$ cat src/rtl/jtbubl_dwnld_if.sv
// Download bus between the host/game side and the ROM download front end.
// Groups the ioctl byte stream, the SDRAM programming handshake and the
// video PROM write port.
//   master : drives downloading/ioctl_*/sdram_ack, receives prog_*/prom_*
//   slave  : the download front end (jtbubl_dwnld)
interface jtbubl_dwnld_if;
  logic        downloading;
  logic [24:0] ioctl_addr;
  logic [7:0]  ioctl_dout;
  logic        ioctl_wr;
  logic [21:0] prog_addr;
  logic [7:0]  prog_data;
  logic [1:0]  prog_mask;
  logic        prog_we;
  logic        sdram_ack;
  logic        prom_we;
  logic [7:0]  prom_addr;
  logic [3:0]  prom_data;

  modport master (
    output downloading, ioctl_addr, ioctl_dout, ioctl_wr, sdram_ack,
    input  prog_addr, prog_data, prog_mask, prog_we,
    input  prom_we, prom_addr, prom_data
  );

  modport slave (
    input  downloading, ioctl_addr, ioctl_dout, ioctl_wr, sdram_ack,
    output prog_addr, prog_data, prog_mask, prog_we,
    output prom_we, prom_addr, prom_data
  );
endinterface

$ cat src/rtl/jtbubl_dwnld.sv
// ROM download front end for the Bubble Bobble / Tokio core.
// Bytes below PROM_START are queued in a small FIFO and written to SDRAM one
// at a time over a prog_we/sdram_ack handshake. Bytes at or above PROM_START
// go straight to the video PROM port as a one-cycle strobe. Also latches the
// Tokio set flag from byte 0 and signals when a download has fully drained.
// Ports:
//   clk, rst        system clock, synchronous active-high reset
//   bus (slave)     ioctl input stream, SDRAM programming port, PROM port
//   tokio_o         1 when byte 0 of the last load was 8'h7e
//   dwnld_busy_o    downloading, or bytes still queued / in flight
//   dwnld_done_o    one-cycle pulse once a finished download has drained
//   ovf_o           sticky: a byte was dropped because the FIFO was full
module jtbubl_dwnld #(
  parameter logic [24:0] PROM_START = 25'hC_0000,
  parameter int          FIFO_AW    = 1
) (
  input  logic          clk,
  input  logic          rst,
  jtbubl_dwnld_if.slave bus,
  output logic          tokio_o,
  output logic          dwnld_busy_o,
  output logic          dwnld_done_o,
  output logic          ovf_o
);
  localparam int         DEPTH   = 1 << FIFO_AW;
  localparam logic [1:0] ST_IDLE = 2'd0;
  localparam logic [1:0] ST_REQ  = 2'd1;
  localparam logic [1:0] ST_GAP  = 2'd2;
  // Only the low byte of the PROM offset is used, and the low bits of a
  // difference depend only on the low bits of the operands.
  localparam logic [7:0] PROM_LO = PROM_START[7:0];

  typedef struct packed {
    logic [21:0] waddr;
    logic        odd;
    logic [7:0]  data;
  } entry_t;

  entry_t           mem_q [DEPTH];
  entry_t           head;
  logic [FIFO_AW:0] wr_ptr_q, wr_ptr_d, rd_ptr_q, rd_ptr_d;
  logic [1:0]       state_q, state_d;
  logic [21:0]      prog_addr_q, prog_addr_d;
  logic [7:0]       prog_data_q, prog_data_d;
  logic [1:0]       prog_mask_q, prog_mask_d;
  logic             prog_we_q, prog_we_d;
  logic             prom_we_q, prom_we_d;
  logic [7:0]       prom_addr_q, prom_addr_d;
  logic [3:0]       prom_data_q, prom_data_d;
  logic             tokio_q, tokio_d;
  logic             ovf_q, ovf_d;
  logic             armed_q, armed_d;

  logic       empty, full, in_prom, push, pop, push_ok, done;
  logic [7:0] prom_off;

  assign empty    = (wr_ptr_q == rd_ptr_q);
  // Pointers carry one extra wrap bit: same slot but different lap means full.
  assign full     = (wr_ptr_q[FIFO_AW] != rd_ptr_q[FIFO_AW]) &&
                    (wr_ptr_q[FIFO_AW-1:0] == rd_ptr_q[FIFO_AW-1:0]);
  assign in_prom  = (bus.ioctl_addr >= PROM_START);
  assign push     = bus.ioctl_wr && !in_prom;
  assign pop      = (state_q == ST_IDLE) && !empty;
  // A same-cycle pop frees the slot being written, so a full FIFO still accepts.
  assign push_ok  = push && (!full || pop);
  assign head     = mem_q[rd_ptr_q[FIFO_AW-1:0]];
  assign prom_off = bus.ioctl_addr[7:0] - PROM_LO;
  assign done     = armed_q && !bus.downloading && empty && (state_q == ST_IDLE);

  always_comb begin
    wr_ptr_d    = wr_ptr_q;
    rd_ptr_d    = rd_ptr_q;
    state_d     = state_q;
    prog_addr_d = prog_addr_q;
    prog_data_d = prog_data_q;
    prog_mask_d = prog_mask_q;
    prog_we_d   = prog_we_q;
    prom_we_d   = 1'b0;
    prom_addr_d = prom_addr_q;
    prom_data_d = prom_data_q;
    tokio_d     = tokio_q;
    ovf_d       = ovf_q;
    armed_d     = armed_q;

    if (push_ok) wr_ptr_d = wr_ptr_q + 1'b1;
    if (push && !push_ok) ovf_d = 1'b1;

    if (bus.ioctl_wr && in_prom) begin
      prom_we_d   = 1'b1;
      prom_addr_d = prom_off;
      prom_data_d = bus.ioctl_dout[3:0];
    end

    if (bus.ioctl_wr && bus.ioctl_addr == 25'd0)
      tokio_d = (bus.ioctl_dout == 8'h7e);

    // Armed while a download is seen; disarmed by the single done pulse.
    if (bus.downloading) armed_d = 1'b1;
    else if (done)       armed_d = 1'b0;

    case (state_q)
      ST_IDLE: if (pop) begin
        rd_ptr_d    = rd_ptr_q + 1'b1;
        prog_addr_d = head.waddr;
        prog_data_d = head.data;
        prog_mask_d = {~head.odd, head.odd};
        prog_we_d   = 1'b1;
        state_d     = ST_REQ;
      end
      ST_REQ: if (bus.sdram_ack) begin
        prog_we_d = 1'b0;
        state_d   = ST_GAP;
      end
      ST_GAP:  state_d = ST_IDLE;
      default: state_d = ST_IDLE;
    endcase
  end

  always_ff @(posedge clk) begin
    if (rst) begin
      wr_ptr_q    <= '0;
      rd_ptr_q    <= '0;
      state_q     <= ST_IDLE;
      prog_addr_q <= '0;
      prog_data_q <= '0;
      prog_mask_q <= '0;
      prog_we_q   <= 1'b0;
      prom_we_q   <= 1'b0;
      prom_addr_q <= '0;
      prom_data_q <= '0;
      tokio_q     <= 1'b0;
      ovf_q       <= 1'b0;
      armed_q     <= 1'b0;
    end else begin
      wr_ptr_q    <= wr_ptr_d;
      rd_ptr_q    <= rd_ptr_d;
      state_q     <= state_d;
      prog_addr_q <= prog_addr_d;
      prog_data_q <= prog_data_d;
      prog_mask_q <= prog_mask_d;
      prog_we_q   <= prog_we_d;
      prom_we_q   <= prom_we_d;
      prom_addr_q <= prom_addr_d;
      prom_data_q <= prom_data_d;
      tokio_q     <= tokio_d;
      ovf_q       <= ovf_d;
      armed_q     <= armed_d;
    end
  end

  // Storage needs no reset: the pointers define which entries are valid.
  always_ff @(posedge clk) begin
    if (push_ok && !rst)
      mem_q[wr_ptr_q[FIFO_AW-1:0]] <= '{waddr: bus.ioctl_addr[22:1],
                                       odd:   bus.ioctl_addr[0],
                                       data:  bus.ioctl_dout};
  end

  assign bus.prog_addr = prog_addr_q;
  assign bus.prog_data = prog_data_q;
  assign bus.prog_mask = prog_mask_q;
  assign bus.prog_we   = prog_we_q;
  assign bus.prom_we   = prom_we_q;
  assign bus.prom_addr = prom_addr_q;
  assign bus.prom_data = prom_data_q;

  assign tokio_o      = tokio_q;
  assign ovf_o        = ovf_q;
  assign dwnld_done_o = done;
  assign dwnld_busy_o = bus.downloading || !empty || prog_we_q;
endmodule
$ cat src/flat_wrapper.sv
// flat-port wrapper written by rule: the top's interface ports become plain ports
module jtbubl_dwnld_flat 
#(
  parameter logic [24:0] PROM_START = 25'hC_0000,
  parameter int          FIFO_AW    = 1
)
  (clk, rst, tokio_o, dwnld_busy_o, dwnld_done_o, ovf_o, bus_downloading, bus_ioctl_addr, bus_ioctl_dout, bus_ioctl_wr, bus_sdram_ack, bus_prog_addr, bus_prog_data, bus_prog_mask, bus_prog_we, bus_prom_we, bus_prom_addr, bus_prom_data);
  jtbubl_dwnld_if bus_i ();
  input  logic clk;
  input  logic rst;
  output logic tokio_o;
  output logic dwnld_busy_o;
  output logic dwnld_done_o;
  output logic ovf_o;
  input wire logic [$bits(bus_i.downloading)-1:0] bus_downloading;
  input wire logic [$bits(bus_i.ioctl_addr)-1:0] bus_ioctl_addr;
  input wire logic [$bits(bus_i.ioctl_dout)-1:0] bus_ioctl_dout;
  input wire logic [$bits(bus_i.ioctl_wr)-1:0] bus_ioctl_wr;
  input wire logic [$bits(bus_i.sdram_ack)-1:0] bus_sdram_ack;
  output wire logic [$bits(bus_i.prog_addr)-1:0] bus_prog_addr;
  output wire logic [$bits(bus_i.prog_data)-1:0] bus_prog_data;
  output wire logic [$bits(bus_i.prog_mask)-1:0] bus_prog_mask;
  output wire logic [$bits(bus_i.prog_we)-1:0] bus_prog_we;
  output wire logic [$bits(bus_i.prom_we)-1:0] bus_prom_we;
  output wire logic [$bits(bus_i.prom_addr)-1:0] bus_prom_addr;
  output wire logic [$bits(bus_i.prom_data)-1:0] bus_prom_data;
  assign bus_i.downloading = bus_downloading;
  assign bus_i.ioctl_addr = bus_ioctl_addr;
  assign bus_i.ioctl_dout = bus_ioctl_dout;
  assign bus_i.ioctl_wr = bus_ioctl_wr;
  assign bus_i.sdram_ack = bus_sdram_ack;
  assign bus_prog_addr = bus_i.prog_addr;
  assign bus_prog_data = bus_i.prog_data;
  assign bus_prog_mask = bus_i.prog_mask;
  assign bus_prog_we = bus_i.prog_we;
  assign bus_prom_we = bus_i.prom_we;
  assign bus_prom_addr = bus_i.prom_addr;
  assign bus_prom_data = bus_i.prom_data;
  jtbubl_dwnld #(.PROM_START(PROM_START), .FIFO_AW(FIFO_AW)) u_core (.clk(clk), .rst(rst), .bus(bus_i), .tokio_o(tokio_o), .dwnld_busy_o(dwnld_busy_o), .dwnld_done_o(dwnld_done_o), .ovf_o(ovf_o));
endmodule
$ cat config.mk
export PLATFORM = sky130hd
export DESIGN_NAME = jtbubl_dwnld_flat
export DESIGN_NICKNAME = d
export VERILOG_FILES = /design/src/rtl/jtbubl_dwnld_if.sv /design/src/rtl/jtbubl_dwnld.sv /design/src/flat_wrapper.sv
export SDC_FILE = /design/constraint.sdc
export NUM_CORES = 1
export LEC_CHECK = 0
export CAP_MARGIN = 20
export CORE_MARGIN = 5
export CORE_UTILIZATION = 55
export CTS_CLUSTER_DIAMETER = 30
export DETAILED_ROUTE_END_ITERATION = 8
export GPL_ROUTABILITY_DRIVEN = 0
export HOLD_SLACK_MARGIN = 0.05
export PLACE_DENSITY = 0.85
export SLEW_MARGIN = 15
export SYNTH_ARGS = -nofsm -noshare
export SYNTH_HDL_FRONTEND = slang
export SYNTH_SLANG_ARGS = --single-unit
$ cat constraint.sdc
create_clock -name clk -period 8.47 [get_ports clk]
set_input_delay 1.2705 -clock clk [delete_from_list [all_inputs] [get_ports clk]]
set_output_delay 1.2705 -clock clk [all_outputs]
set_load 0.01 [all_outputs]
==> summary.md <==
| Metric | Value |
|---|---|
| CTS root buf | `clkbuf_8` |
| Post-synth EDFFs | `62` |
| Clock net sink count | `118` |
| Routed len/inst | `18.8 um` |
| Worst EP required | `8.66 ns` |
| Main flop type after synthesis | `edfxtp_1` |
| Crit Path Max Fanout | `19` |
| GRT Residual Overflow | `0` |
| Vias in the first global route | `3012` |
| Worst path cell trace | `clkdlybuf4s50_1 > nor3_1 > and3_1 > nand2b_1 > nor3b_2 > buf_4` |
| Syn-to-layout area delta | `36.1%` |
| Fin crit share | `0.456` |
| Post-Place Cell Area | `between 0.005 and 0.006 mm2` |
| Hold Crit Start | `u_core.bus.prog_data[5]$_SDFFE_PP0P_` |
| Via count | `2892` |
| Unrepaired setup endpoints after global routing | `no` |
| Synth Warn # | `0` |
| Layout cell share with drive strength beyond 1 | `0.128` |
| RR Endpoint | `u_core.mem_q[1][29]$_DFFE_PP_` |
| Max VDD drop | `approximately 0.00019 V` |
| CP Capture Type | `flip-flop` |
| Setup Viol. Count Final | `0` |
| Die area | `0.00978 mm2` |
| Count of final hold-check violations | `0` |
| Yosys top cell area share | `0.428` |
| Slew @ Worst Pin | `1.05 ns` |
| Final slew viol count | `0` |
| Pwr Total | `slightly below 2 mW` |
| Diodes inserted | `0` |
| Register bit total from synthesis | `between 100 and 150` |
| Worst EP arrival | `just over 4 ns` |
| Synth cell types | `34` |
| Area contributors post-synth | `edfxtp_1 43%, dfxtp_1 26%, mux2i_1 10%` |
| Gr usage total | `0.207` |
| CP startpoint kind | `primary input` |
| Critical path's slowest cell | `nor3b_2` |
| CTS tree | `yes` |
| Rows | `32` |
| CTS resizes | `0` |
| 1st-iter DRT viols | `128` |
| MaxCap Viol Count | `0` |
| Clk buf depth | `2` |
| Final min period | `a little under 4 ns` |
| Highest Clock Rate | `around 260 MHz` |
| Reg2reg path depth | `5` |
| Number of antenna violations at the first check in global routing | `0` |
| Synthesized area | `around 0.0043 mm2` |
| Antenna Violating Nets Remaining | `0` |
| Hold bufs inserted after CTS | `0` |
| Fillers | `between 400 and 500` |
| CP startpoint | `bus_ioctl_addr[20]` |
| DIE HEIGHT | `98.9 um` |
| Fin area | `between 0.005 and 0.006 mm2` |
| R2R Path Start | `u_core.wr_ptr_q[0]$_SDFFE_PP0P_` |
| Synth Net Count | `354` |
| Async S/R FF share, synth | `0` |
| Power Dens Cells | `330 mW/mm2` |
| Nets@finish | `446` |
| Kind of critical path | `primary input to flip-flop` |
| Die W | `between 90 and 100 um` |
| Routed WL | `around 9.9 mm` |
| Hpwl dp | `about 6.0 mm` |
| Crit-path max cell delay | `0.85 ns` |
| P_leak | `~2.0 nW` |
| Syn Inst Count | `316` |
| Reg2reg setup slack | `5.76 ns` |
| Starting Density | `0.563` |
| Area leader, netlist | `edfxtp_1` |
| Mean number of vias per cell | `5.53` |
| Post-synthesis sequential area ratio | `0.686` |
| CTS clk-pin slew, worst paths | `approximately 0.05 ns` |
| Status | `complete, no violations` |
| Final TNS setup | `0 ns` |
| Drt pass-1 iters | `4` |
| I/O pin cnt | `88` |
| CP endpoint | `u_core.mem_q[1][29]$_DFFE_PP_` |
| Largest net degree at the start of global routing | `a little over 60` |
| Clock Latency Late Sink | `approximately 0.51 ns` |
| Num CTS Buffers | `17` |
| Syn Area/Cell | `~14 um2` |
| Worst Skew | `0.00663 ns` |
| Core area | `roughly 0.0077 mm2` |
| DR DRC count | `0` |
| PortBufs | `between 80 and 90` |
| H-tree level count | `4` |
| First-pass GRT wire length | `approximately 15 mm` |
| Post-CTS Setup Bufs | `0` |
| Min-delay worst type | `flip-flop to flip-flop` |
| Slew HR | `0.298` |
==> final cells by class <==
type	instances	area [um2]	area share
sequential	118	2980	0.504
clock buffer	22	463	0.0783
clock inverter	10	150	0.0254
multi-input combinational	178	1280	0.217
timing repair buffer	92	903	0.153
tap	102	128	0.0216
inverter	1	3.75	0.000635
==> layout by cell type, fill, tap and decap left out, drive strengths merged <==
cell type	Yosys	routed
clkdlybuf4s50	0	86
edfxtp	62	62
dfxtp	56	56
nor2	53	53
mux2i	44	44
a211oi	32	32
clkbuf	7	22
a21oi	6	6
buf	12	6
nor3	5	5
clkinv	0	5
nor4	4	4
o21ai	4	4
bufinv	0	4
nor3b	4	4
nand2	3	3
nor2b	3	3
nand4	3	3
xnor2	3	3
nand2b	2	2
or3	2	2
nand4b	2	2
a21boi	2	2
and3	1	1
mux2	1	1
nand3	1	1
o31ai	1	1
o21bai	1	1
inv	1	1
a31o	1	1
clkinvlp	0	1
==> per-stage QoR <==
step           worst slack (ns)  hold WS, ns  instances   util
2_1_floorplan              3.81        0.450        316      -
3_3_place_gp               4.34        0.462        491  0.686
3_5_place_dp               4.24        0.470        491  0.686
4_1_cts                    4.62        0.496        523  0.766
5_1_grt                    4.52        0.502        523  0.766
6_report                   4.61        0.494        523  0.766
==> worst max-delay path, delay by kind of cell <==
kind                   cells  cell delay [ns]
and+or+nand+nor            4             1.87
buffers and inverters      2             0.89
==> flip-flops by register name, summed over array words and instances (netlist names), named ones only <==
| signal | flops |
|---|---|
| u_core.rd_ptr_q | 2 |
| u_core.bus.prom_data | 4 |
| u_core.bus.prog_mask | 2 |
| u_core.tokio_o | 1 |
| u_core.armed_q | 1 |
| u_core.state_q | 2 |
| u_core.bus.prog_addr | 22 |
| u_core.ovf_o | 1 |
| u_core.bus.prog_data | 8 |
| u_core.bus.prom_we | 1 |
| u_core.mem_q | 62 |
| u_core.bus.prom_addr | 8 |
| u_core.bus.prog_we | 1 |
| u_core.wr_ptr_q | 2 |
==> power by group <==
group / switching [mW] / internal [mW]
clock network: 0.234 / 0.497
registers: 0.0761 / 0.677
logic: 0.222 / 0.247
==> how the worst min path moves through the flow <==
stage,slack [ns],end,depth (start not counted)
after detailed placement,0.47,u_core.ovf_o$_SDFFE_PP0P_,2
final,0.49,u_core.bus.prog_data[5]$_SDFFE_PP0P_,2
after CTS,0.50,u_core.ovf_o$_SDFFE_PP0P_,2
after global placement,0.46,u_core.ovf_o$_SDFFE_PP0P_,2
after floorplan,0.45,u_core.state_q[1]$_SDFFE_PP0P_,2
after global routing,0.50,u_core.ovf_o$_SDFFE_PP0P_,2
==> synthesized netlist by cell type, types with 2 or more instances <==
| master | n |
|---|---|
| a211oi_1 | 22 |
| nand4b_1 | 2 |
| nand2b_1 | 2 |
| nor4_1 | 4 |
| a21oi_1 | 6 |
| clkbuf_1 | 7 |
| or3_1 | 2 |
| nand2_1 | 3 |
| a211oi_2 | 10 |
| nand4_1 | 3 |
| dfxtp_1 | 56 |
| nor3b_1 | 3 |
| edfxtp_1 | 62 |
| buf_2 | 7 |
| mux2i_1 | 44 |
| xnor2_2 | 2 |
| nor3_1 | 5 |
| buf_4 | 3 |
| nor2_1 | 53 |
| o21ai_0 | 4 |
| nor2b_1 | 3 |
==> cell families (layout without fill, tap and decap cells) <==
kind of cell / count (synthesis) / after routing / synth area share
AOI/OAI and AO/OA: 47 / 47 / 0.0881
xor gates and xnor gates: 3 / 3 / 0.00950
buffers and inverters: 20 / 125 / 0.0236
DFF: 118 / 118 / 0.686
muxes: 45 / 45 / 0.104
and+or+nand+nor: 83 / 83 / 0.0889
==> per-layer routing <==
metal / vias up / share of wire / GRT usage
met5: - / 0 / 0
met4: 0 / 0.014 / 0.0767
met3: 15 / 0.080 / 0.0856
met2: 102 / 0.50 / 0.341
met1: 1415 / 0.40 / 0.242
li1: 1360 / - / -
Note: power is estimated with default switching activity, not from simulation.
